## src/rtl/obi_data_arbiter.sv

```systemverilog
// Two-master OBI data-port arbiter: round-robin address phase, in-order
// response steering through a small ID FIFO, sticky protocol-error flag.
module obi_data_arbiter #(
  parameter int unsigned ADDR_W    = 32,
  parameter int unsigned DATA_W    = 32,
  parameter int unsigned MAX_OUTST = 2
) (
  input  logic                clk_i,
  input  logic                rst_i,
  // master 0: core data interface
  input  logic                m0_req_i,
  output logic                m0_gnt_o,
  input  logic [ADDR_W-1:0]   m0_addr_i,
  input  logic                m0_we_i,
  input  logic [DATA_W/8-1:0] m0_be_i,
  input  logic [DATA_W-1:0]   m0_wdata_i,
  output logic                m0_rvalid_o,
  output logic [DATA_W-1:0]   m0_rdata_o,
  output logic                m0_err_o,
  // master 1: auxiliary loader
  input  logic                m1_req_i,
  output logic                m1_gnt_o,
  input  logic [ADDR_W-1:0]   m1_addr_i,
  input  logic                m1_we_i,
  input  logic [DATA_W/8-1:0] m1_be_i,
  input  logic [DATA_W-1:0]   m1_wdata_i,
  output logic                m1_rvalid_o,
  output logic [DATA_W-1:0]   m1_rdata_o,
  output logic                m1_err_o,
  // memory side
  output logic                s_req_o,
  input  logic                s_gnt_i,
  output logic [ADDR_W-1:0]   s_addr_o,
  output logic                s_we_o,
  output logic [DATA_W/8-1:0] s_be_o,
  output logic [DATA_W-1:0]   s_wdata_o,
  input  logic                s_rvalid_i,
  input  logic [DATA_W-1:0]   s_rdata_i,
  input  logic                s_err_i,
  output logic                protocol_err_o
);

  localparam int unsigned PTR_W = (MAX_OUTST > 1) ? $clog2(MAX_OUTST) : 1;
  localparam int unsigned CNT_W = $clog2(MAX_OUTST + 1);
  localparam logic [PTR_W-1:0] PTR_LAST = PTR_W'(MAX_OUTST - 1);
  localparam logic [CNT_W-1:0] CNT_MAX  = CNT_W'(MAX_OUTST);

  logic                 prio;
  logic [MAX_OUTST-1:0] id_fifo;
  logic [PTR_W-1:0]     rd_ptr;
  logic [PTR_W-1:0]     wr_ptr;
  logic [CNT_W-1:0]     count;
  logic                 protocol_err;

  logic sel;
  logic fifo_empty;
  logic fifo_full;
  logic push;
  logic pop;
  logic head_id;

  // Pointer increment with wrap for non-power-of-two depths.
  function automatic logic [PTR_W-1:0] ptr_inc(input logic [PTR_W-1:0] p);
    return (p == PTR_LAST) ? '0 : p + PTR_W'(1);
  endfunction

  assign fifo_empty = (count == '0);
  assign fifo_full  = (count == CNT_MAX);
  assign head_id    = id_fifo[rd_ptr];

  // Pick the requester: sole requester wins, otherwise the favoured one.
  always_comb begin
    sel = 1'b0;
    if (m0_req_i && m1_req_i) sel = prio;
    else if (m1_req_i)        sel = 1'b1;
  end

  assign s_req_o   = ~rst_i & (m0_req_i | m1_req_i) & ~fifo_full;
  assign s_addr_o  = sel ? m1_addr_i  : m0_addr_i;
  assign s_we_o    = sel ? m1_we_i    : m0_we_i;
  assign s_be_o    = sel ? m1_be_i    : m0_be_i;
  assign s_wdata_o = sel ? m1_wdata_i : m0_wdata_i;

  assign push = s_req_o & s_gnt_i;
  assign pop  = ~rst_i & s_rvalid_i & ~fifo_empty;

  assign m0_gnt_o = push & ~sel;
  assign m1_gnt_o = push &  sel;

  // Only rvalid is steered; data and error go to both masters.
  assign m0_rvalid_o = pop & ~head_id;
  assign m1_rvalid_o = pop &  head_id;
  assign m0_rdata_o  = s_rdata_i;
  assign m1_rdata_o  = s_rdata_i;
  assign m0_err_o    = s_err_i;
  assign m1_err_o    = s_err_i;

  assign protocol_err_o = protocol_err;

  // Arbitration priority, ID FIFO bookkeeping and sticky error flag.
  always_ff @(posedge clk_i) begin
    if (rst_i) begin
      prio         <= 1'b0;
      id_fifo      <= '0;
      rd_ptr       <= '0;
      wr_ptr       <= '0;
      count        <= '0;
      protocol_err <= 1'b0;
    end else begin
      if (push) begin
        id_fifo[wr_ptr] <= sel;
        wr_ptr          <= ptr_inc(wr_ptr);
        prio            <= ~sel;
      end
      if (pop) rd_ptr <= ptr_inc(rd_ptr);
      case ({push, pop})
        2'b10:   count <= count + CNT_W'(1);
        2'b01:   count <= count - CNT_W'(1);
        default: count <= count;
      endcase
      if (s_rvalid_i && fifo_empty) protocol_err <= 1'b1;
    end
  end

endmodule

```

## config.mk

```make
export PLATFORM = sky130hd
export DESIGN_NAME = obi_data_arbiter
export DESIGN_NICKNAME = d
export VERILOG_FILES = /design/src/rtl/obi_data_arbiter.sv
export SDC_FILE = /design/constraint.sdc
export NUM_CORES = 1
export LEC_CHECK = 0
export CELL_PAD_IN_SITES_DETAIL_PLACEMENT = 0
export CELL_PAD_IN_SITES_GLOBAL_PLACEMENT = 1
export CORE_AREA = 2 2 122 124
export DETAILED_ROUTE_END_ITERATION = 10
export DIE_AREA = 0 0 124 126
export PLACE_DENSITY_LB_ADDON = 0.1
export SLEW_MARGIN = 25
export SYNTH_ARGS = -nofsm -noshare
export SYNTH_HDL_FRONTEND = slang
export SYNTH_SLANG_ARGS = --single-unit
```

## constraint.sdc

```tcl
create_clock -name clk_i -period 2.6 [get_ports clk_i]
set_input_delay 0.26 -clock clk_i [delete_from_list [all_inputs] [get_ports clk_i]]
set_output_delay 0.26 -clock clk_i [all_outputs]
set_load 0.05 [all_outputs]
```

==> flow_summary_export.csv, run 1 <==
group,metric,value,unit
logic_synthesis,synthCells,191,
logic_synthesis,synth_area_per_cell,9.07,um^2
global_route,grt_pass1_vias,1928,
drt,vias,1867,
logic_synthesis,synth_top_area_frac,0.449,
pwr,ir_worst_vdd,0.174,mV
global_route,antenna_found_initial,0,
job,drv_cap,0,
pwr,internal_power,770,uW
timing,hold_slack,0.468,ns
logic_synthesis,synth_area_leaders,"mux2_2, buf_4, dfxtp_1, nor2_1, o21ai_0",
timing,tightest_slew,0.501,ns
finish,fill_cells,1590,
drt,drc_errors,0,
critical_path,cp.required,2.34,ns
logic_synthesis,synth_edf_count,0,
timing,finalClockSkew,0.00173,ns
drt,wire_per_inst,14.3,um
die,die-height,126,um
logic_synthesis,yosysTopAreaCell,"mux2_2",
finish,fin_cells,524,
timing,slew_viol_final,0,
critical_path,arrival,1.94,ns
drt,drtPass1Iterations,4,
finish,diodes,0,
placed_design,portBuffers,218,
timing,max_slew_margin,0.665,
finish,areaGrowthSynthToFinish,105,%
critical_path,startpoint_type,"input pin",
finish,nets,520,
cts,ctsResizeCount,0,
cts,path_clk_slew,0.04,ns
timing,fmax,454,MHz
finish,drive_gt1_frac,0.450,
die,io_pins,318,
finish,final_core_utilization,0.248,
die,die_w,124,um
logic_synthesis,synth.cells.most_frequent,"buf_4, mux2_2, dfxtp_1",
timing,rsz0062_at_grt,"no",
timing,setup_viol,0,
cts,cts_setup_buffers,0,
cts,htree_levels,1,
status,status,"complete, no violations",
logic_synthesis,synth_nets,369,
critical_path,end_kind,"output port",
worst_hold_path,hp-class,"flop to flop",
global_route,grt_max_degree,48,
placed_design,dp_hpwl,6510,um
die,row_count,44,
placed_design,gp_congestion,0.699,
drt,vias_per_cell,3.56,
drt,ant_nets,0,
cts,cts_root_buf,"clkbuf_16",
logic_synthesis,ys_seq_area_frac,0.0925,
logic_synthesis,synth.most_common_cell,"buf_4",
cts,clockBufferDepth,2,
pwr,comb_power_share,0.702,
drt,wl,7470,um
pwr,seq_power_share,0.107,
logic_synthesis,synth.ff_latch_count,8,
timing,min_period,2.20,ns
timing,fin_setup_tns,0,ns
cts,cts_sinks,8,
pwr,total_power,1.36,mW
logic_synthesis,synth.cell_area,1730,um^2
pwr,clkPwrFrac,0.191,
pwr,p_sw_frac,0.435,
critical_path,cp_max_fo,27,
cts,cts_tree,"built",
timing,post-route-period-util,0.848,
die,initial_core_util,0.121,
critical_path,crit_type,"input pin to output port",
logic_synthesis,ys_async_sr_fraction,0,
pwr,pwr_density_cell,383,nW/um^2
logic_synthesis,ys.flop_type,"dfxtp_1",
cts,cts_made_buffers,3,
global_route,grt_overflow,0,
global_route,grt_usage,0.0863,
pwr,p_switching,593,uW
die,die_area,15600,um^2
cts,clock_latency,0.23,ns
logic_synthesis,yosysWarningCount,0,
global_route,grt_pass1_wl,10300,um
drt,drtIter0Drc,44,
cts,postCtsHoldBufs,0,
die,core,14300,um^2
logic_synthesis,yosysUniqueCellTypes,27,
timing,hold_viol,0,
placed_design,placed_cells,521,
pwr,p_leak,1.43,nW
worst max-delay path: stages:
cell             delay, ns
clkdlybuf4s50_1       0.50
inv_1                 0.07
o21ai_4               0.15
buf_4                 0.36
mux2_2                0.39
buf_4                 0.19
area by class of cell:
class / instances / area [um^2] / area share
clock buffer: 3 / 75.1 / 0.0211
inverter: 3 / 11.3 / 0.00317
multi-input combinational: 104 / 1010 / 0.285
sequential: 8 / 160 / 0.0450
tap: 184 / 230 / 0.0647
timing repair buffer: 222 / 2060 / 0.581
cell usage in the layout (no fill, tap or decap):
cell type,n
and2_1,1
o311ai_0,1
mux2_2,69
nor2b_1,2
nand2_1,1
xnor2_1,1
o21ai_4,1
nor3_1,1
ha_1,1
nor2_1,7
o21ai_0,3
inv_1,3
or4_1,1
buf_12,3
a21oi_1,3
buf_4,75
nor4_1,1
nor2b_2,1
clkbuf_16,3
xor2_1,2
dfxtp_1,8
and2b_1,1
o21a_1,1
or3_1,2
clkdlybuf4s50_1,144
o31ai_1,2
mux2i_1,1
mux2_4,1
final timing paths:
path | from | to | slack [ns] | cells past startpoint
setup / recovery | m0_req_i | s_wdata_o[22] | 0.40 | 6
hold / removal | protocol_err_o | protocol_err_o | 0.47 | 2
setup reg to reg | count[0] | count[1] | 0.76 | 5
hold reg to reg | protocol_err_o | protocol_err_o | 0.47 | 2
power by group through the flow:
stage	Clock, mW	Sequential, mW	Combinational [mW]
final	0.260	0.146	0.957
after CTS	0.267	0.146	0.971
after floorplan	0	0.150	0.831
after global routing	0.277	0.148	1.01
after global placement	0	0.148	0.970
after detailed placement	0	0.148	0.969
flip-flops by register name, indices dropped and copies added (netlist names):
| register | cells |
|---|---|
| protocol_err_o | 1 |
| id_fifo | 2 |
| rd_ptr | 1 |
| prio | 1 |
| count | 2 |
| wr_ptr | 1 |
metrics by stage:
stage | area, um^2 | setup WS, ns
after detailed placement | 3480 | 0.317
after global placement | 3480 | 0.309
after floorplan | 1730 | 0.203
after global routing | 3560 | 0.301
after CTS | 3560 | 0.356
final | 3560 | 0.395
logic make-up (layout without fill, tap and decap cells):
logic type      after synthesis  in the layout  synth area share
compound gates               11             11            0.0383
flops                         8              8            0.0925
simple gates                 18             18            0.0556
fa+ha+maj                     1              1           0.00722
mux                          71             71             0.463
buf+inv                      79            228             0.328
xor+xnor                      3              3            0.0152
routing by layer:
layer,global-route usage,routed length [um],share of wire
met1,0.0826,2230,0.30
met2,0.171,4150,0.56
met3,0.0186,904,0.12
met4,0.0383,187,0.025
met5,0,0,0
No activity file was read; power rests on OpenSTA's default activity.
==> run 2, diff against run 1 <==
- CORE_AREA: 2 2 122 124 -> 2 2 124 126
- DIE_AREA: 0 0 124 126 -> 0 0 126 128
- clock period: 2.6 -> 2.1 ns (I/O delays scaled with it)
==> flow_summary_export.csv, run 2 (same netlist as run 1, synthesis figures left out) <==
group,metric,value,unit
status,status,"complete, no violations",
drt,wl,7670,um
critical_path,critPathMaxStageDelay,0.49,ns
cts,cts_sinks,8,
finish,layout_common_cells,"clkdlybuf4s50_1, buf_4, mux2_2",
cts,ctsResizeCount,0,
critical_path,cp.buffers_inverters,4,
die,core,14900,um^2
timing,post-route-period-util,0.971,
worst_hold_path,hp-class,"input pin to output port",
drt,drc_errors,0,
critical_path,cp.required,1.89,ns
die,initial_core_util,0.116,
critical_path,path_cells,"clkdlybuf4s50_1 -> inv_1 -> o21ai_4 -> buf_12 -> mux2_2 -> buf_4",
drt,drtIter0Drc,19,
timing,rsz0062_at_grt,"no",
critical_path,cp_max_fo,36,
cts,clock_latency,0.23,ns
pwr,p_leak,1.47,nW
die,die_area,16100,um^2
cts,cts_setup_buffers,0,
global_route,grt_overflow,0,
global_route,top_usage_layer,"met2",
die,io_pins,318,
finish,nets,524,
die,die_w,126,um
job,drv_cap,0,
finish,final_common_cell,"clkdlybuf4s50_1",
critical_path,cp_slowest_cell,"clkdlybuf4s50_1",
die,die-height,128,um
drt,drtPass1Iterations,4,
drt,vias_per_cell,3.55,
finish,areaGrowthSynthToFinish,111,%
global_route,use_met1,0.0817,
critical_path,end_kind,"output port",
critical_path,startpoint_type,"input pin",
placed_design,pre_cts_ws,0.0350,ns
global_route,grt_usage,0.0838,
timing,slew_viol_final,0,
placed_design,portBuffers,218,
timing,layout_setup_ws,0.0608,ns
global_route,use_met3,0.0238,
finish,final_core_utilization,0.245,
global_route,grt_pass1_vias,1940,
timing,finalClockSkew,0.00110,ns
finish,drive_gt1_frac,0.459,
timing,min_period,2.04,ns
finish,reg_top3,"count (2), id_fifo (2)",
pwr,ir_worst_vdd,0.194,mV
critical_path,crit_type,"input pin to output port",
cts,postCtsHoldBufs,0,
timing,fmax,490,MHz
timing,fin_setup_tns,0,ns
global_route,grt_pass1_wl,10600,um
die,row_count,45,
placed_design,gp_congestion,0.661,
timing,tightest_slew,0.506,ns
critical_path,crit_family,"buffers and inverters",
drt,vias,1889,
global_route,grt_max_degree,39,
placed_design,dp_hpwl,6670,um
cts,clockBufferDepth,2,
finish,diodes,0,
pwr,pwr_density_cell,468,nW/um^2
cts,htree_levels,1,
cts,cts_root_buf,"clkbuf_16",
timing,setup_viol,0,
timing,hold_viol,0,
drt,ant_nets,0,
global_route,gr-usage-met2,0.166,
drt,wire_per_inst,14.4,um
global_route,antenna_found_initial,0,
timing,max_slew_margin,0.662,
cts,cts_tree,"built",
critical_path,arrival,1.83,ns
cts,cts_made_buffers,3,
-- run 2: cell count changes in the layout (fill, tap and decap cells not counted) --
cell,before,now
buf_12,3,7
nor4_1,1,0
nor4_2,0,1
-- run 2: routing by layer --
metal	share of wire	routed length (um)
met3	0.10	798
met4	0.028	214
met1	0.32	2440
met2	0.55	4220
met5	0	0
-- run 2: power breakdown --
group | switching [mW] | internal [mW]
clock network | 0.0725 | 0.245
logic | 0.650 | 0.559
registers | 0.0130 | 0.167
total | 0.736 | 0.971
-- run 2: stage by stage --
stage / hold WS, ns / cells / instance area [um^2] / power, mW
after floorplan: 0.351 / 191 / 1740 / 1.22
after global placement: 0.421 / 529 / 3570 / 1.41
after detailed placement: 0.421 / 529 / 3570 / 1.40
after CTS: 0.421 / 532 / 3650 / 1.73
after global routing: 0.420 / 532 / 3650 / 1.78
final: 0.420 / 532 / 3650 / 1.71
-- run 2: path summary, 6_finish.rpt --
path	start	endpoint	slack, ns	depth (start not counted)
max	m0_req_i	s_wdata_o[25]	0.06	6
min reg2reg	id_fifo[0]	id_fifo[0]	0.46	2
max reg2reg	count[0]	count[1]	0.31	5
min	s_rdata_i[18]	m1_rdata_o[18]	0.42	0
-- run 2: cell type report --
cell class	count	area (um^2)
tap	188	235
multi-input combinational	104	1020
clock buffer	3	75.1
fill	1614	11200
inverter	3	11.3
sequential	8	160
timing repair buffer	226	2140
-- run 2: worst reg2reg max path, cell delays in order (launching register included) --
cell     delay, ns
dfxtp_1       0.43
nor2b_2       0.10
or3_1         0.39
ha_1          0.30
or3_1         0.37
a21oi_1       0.14
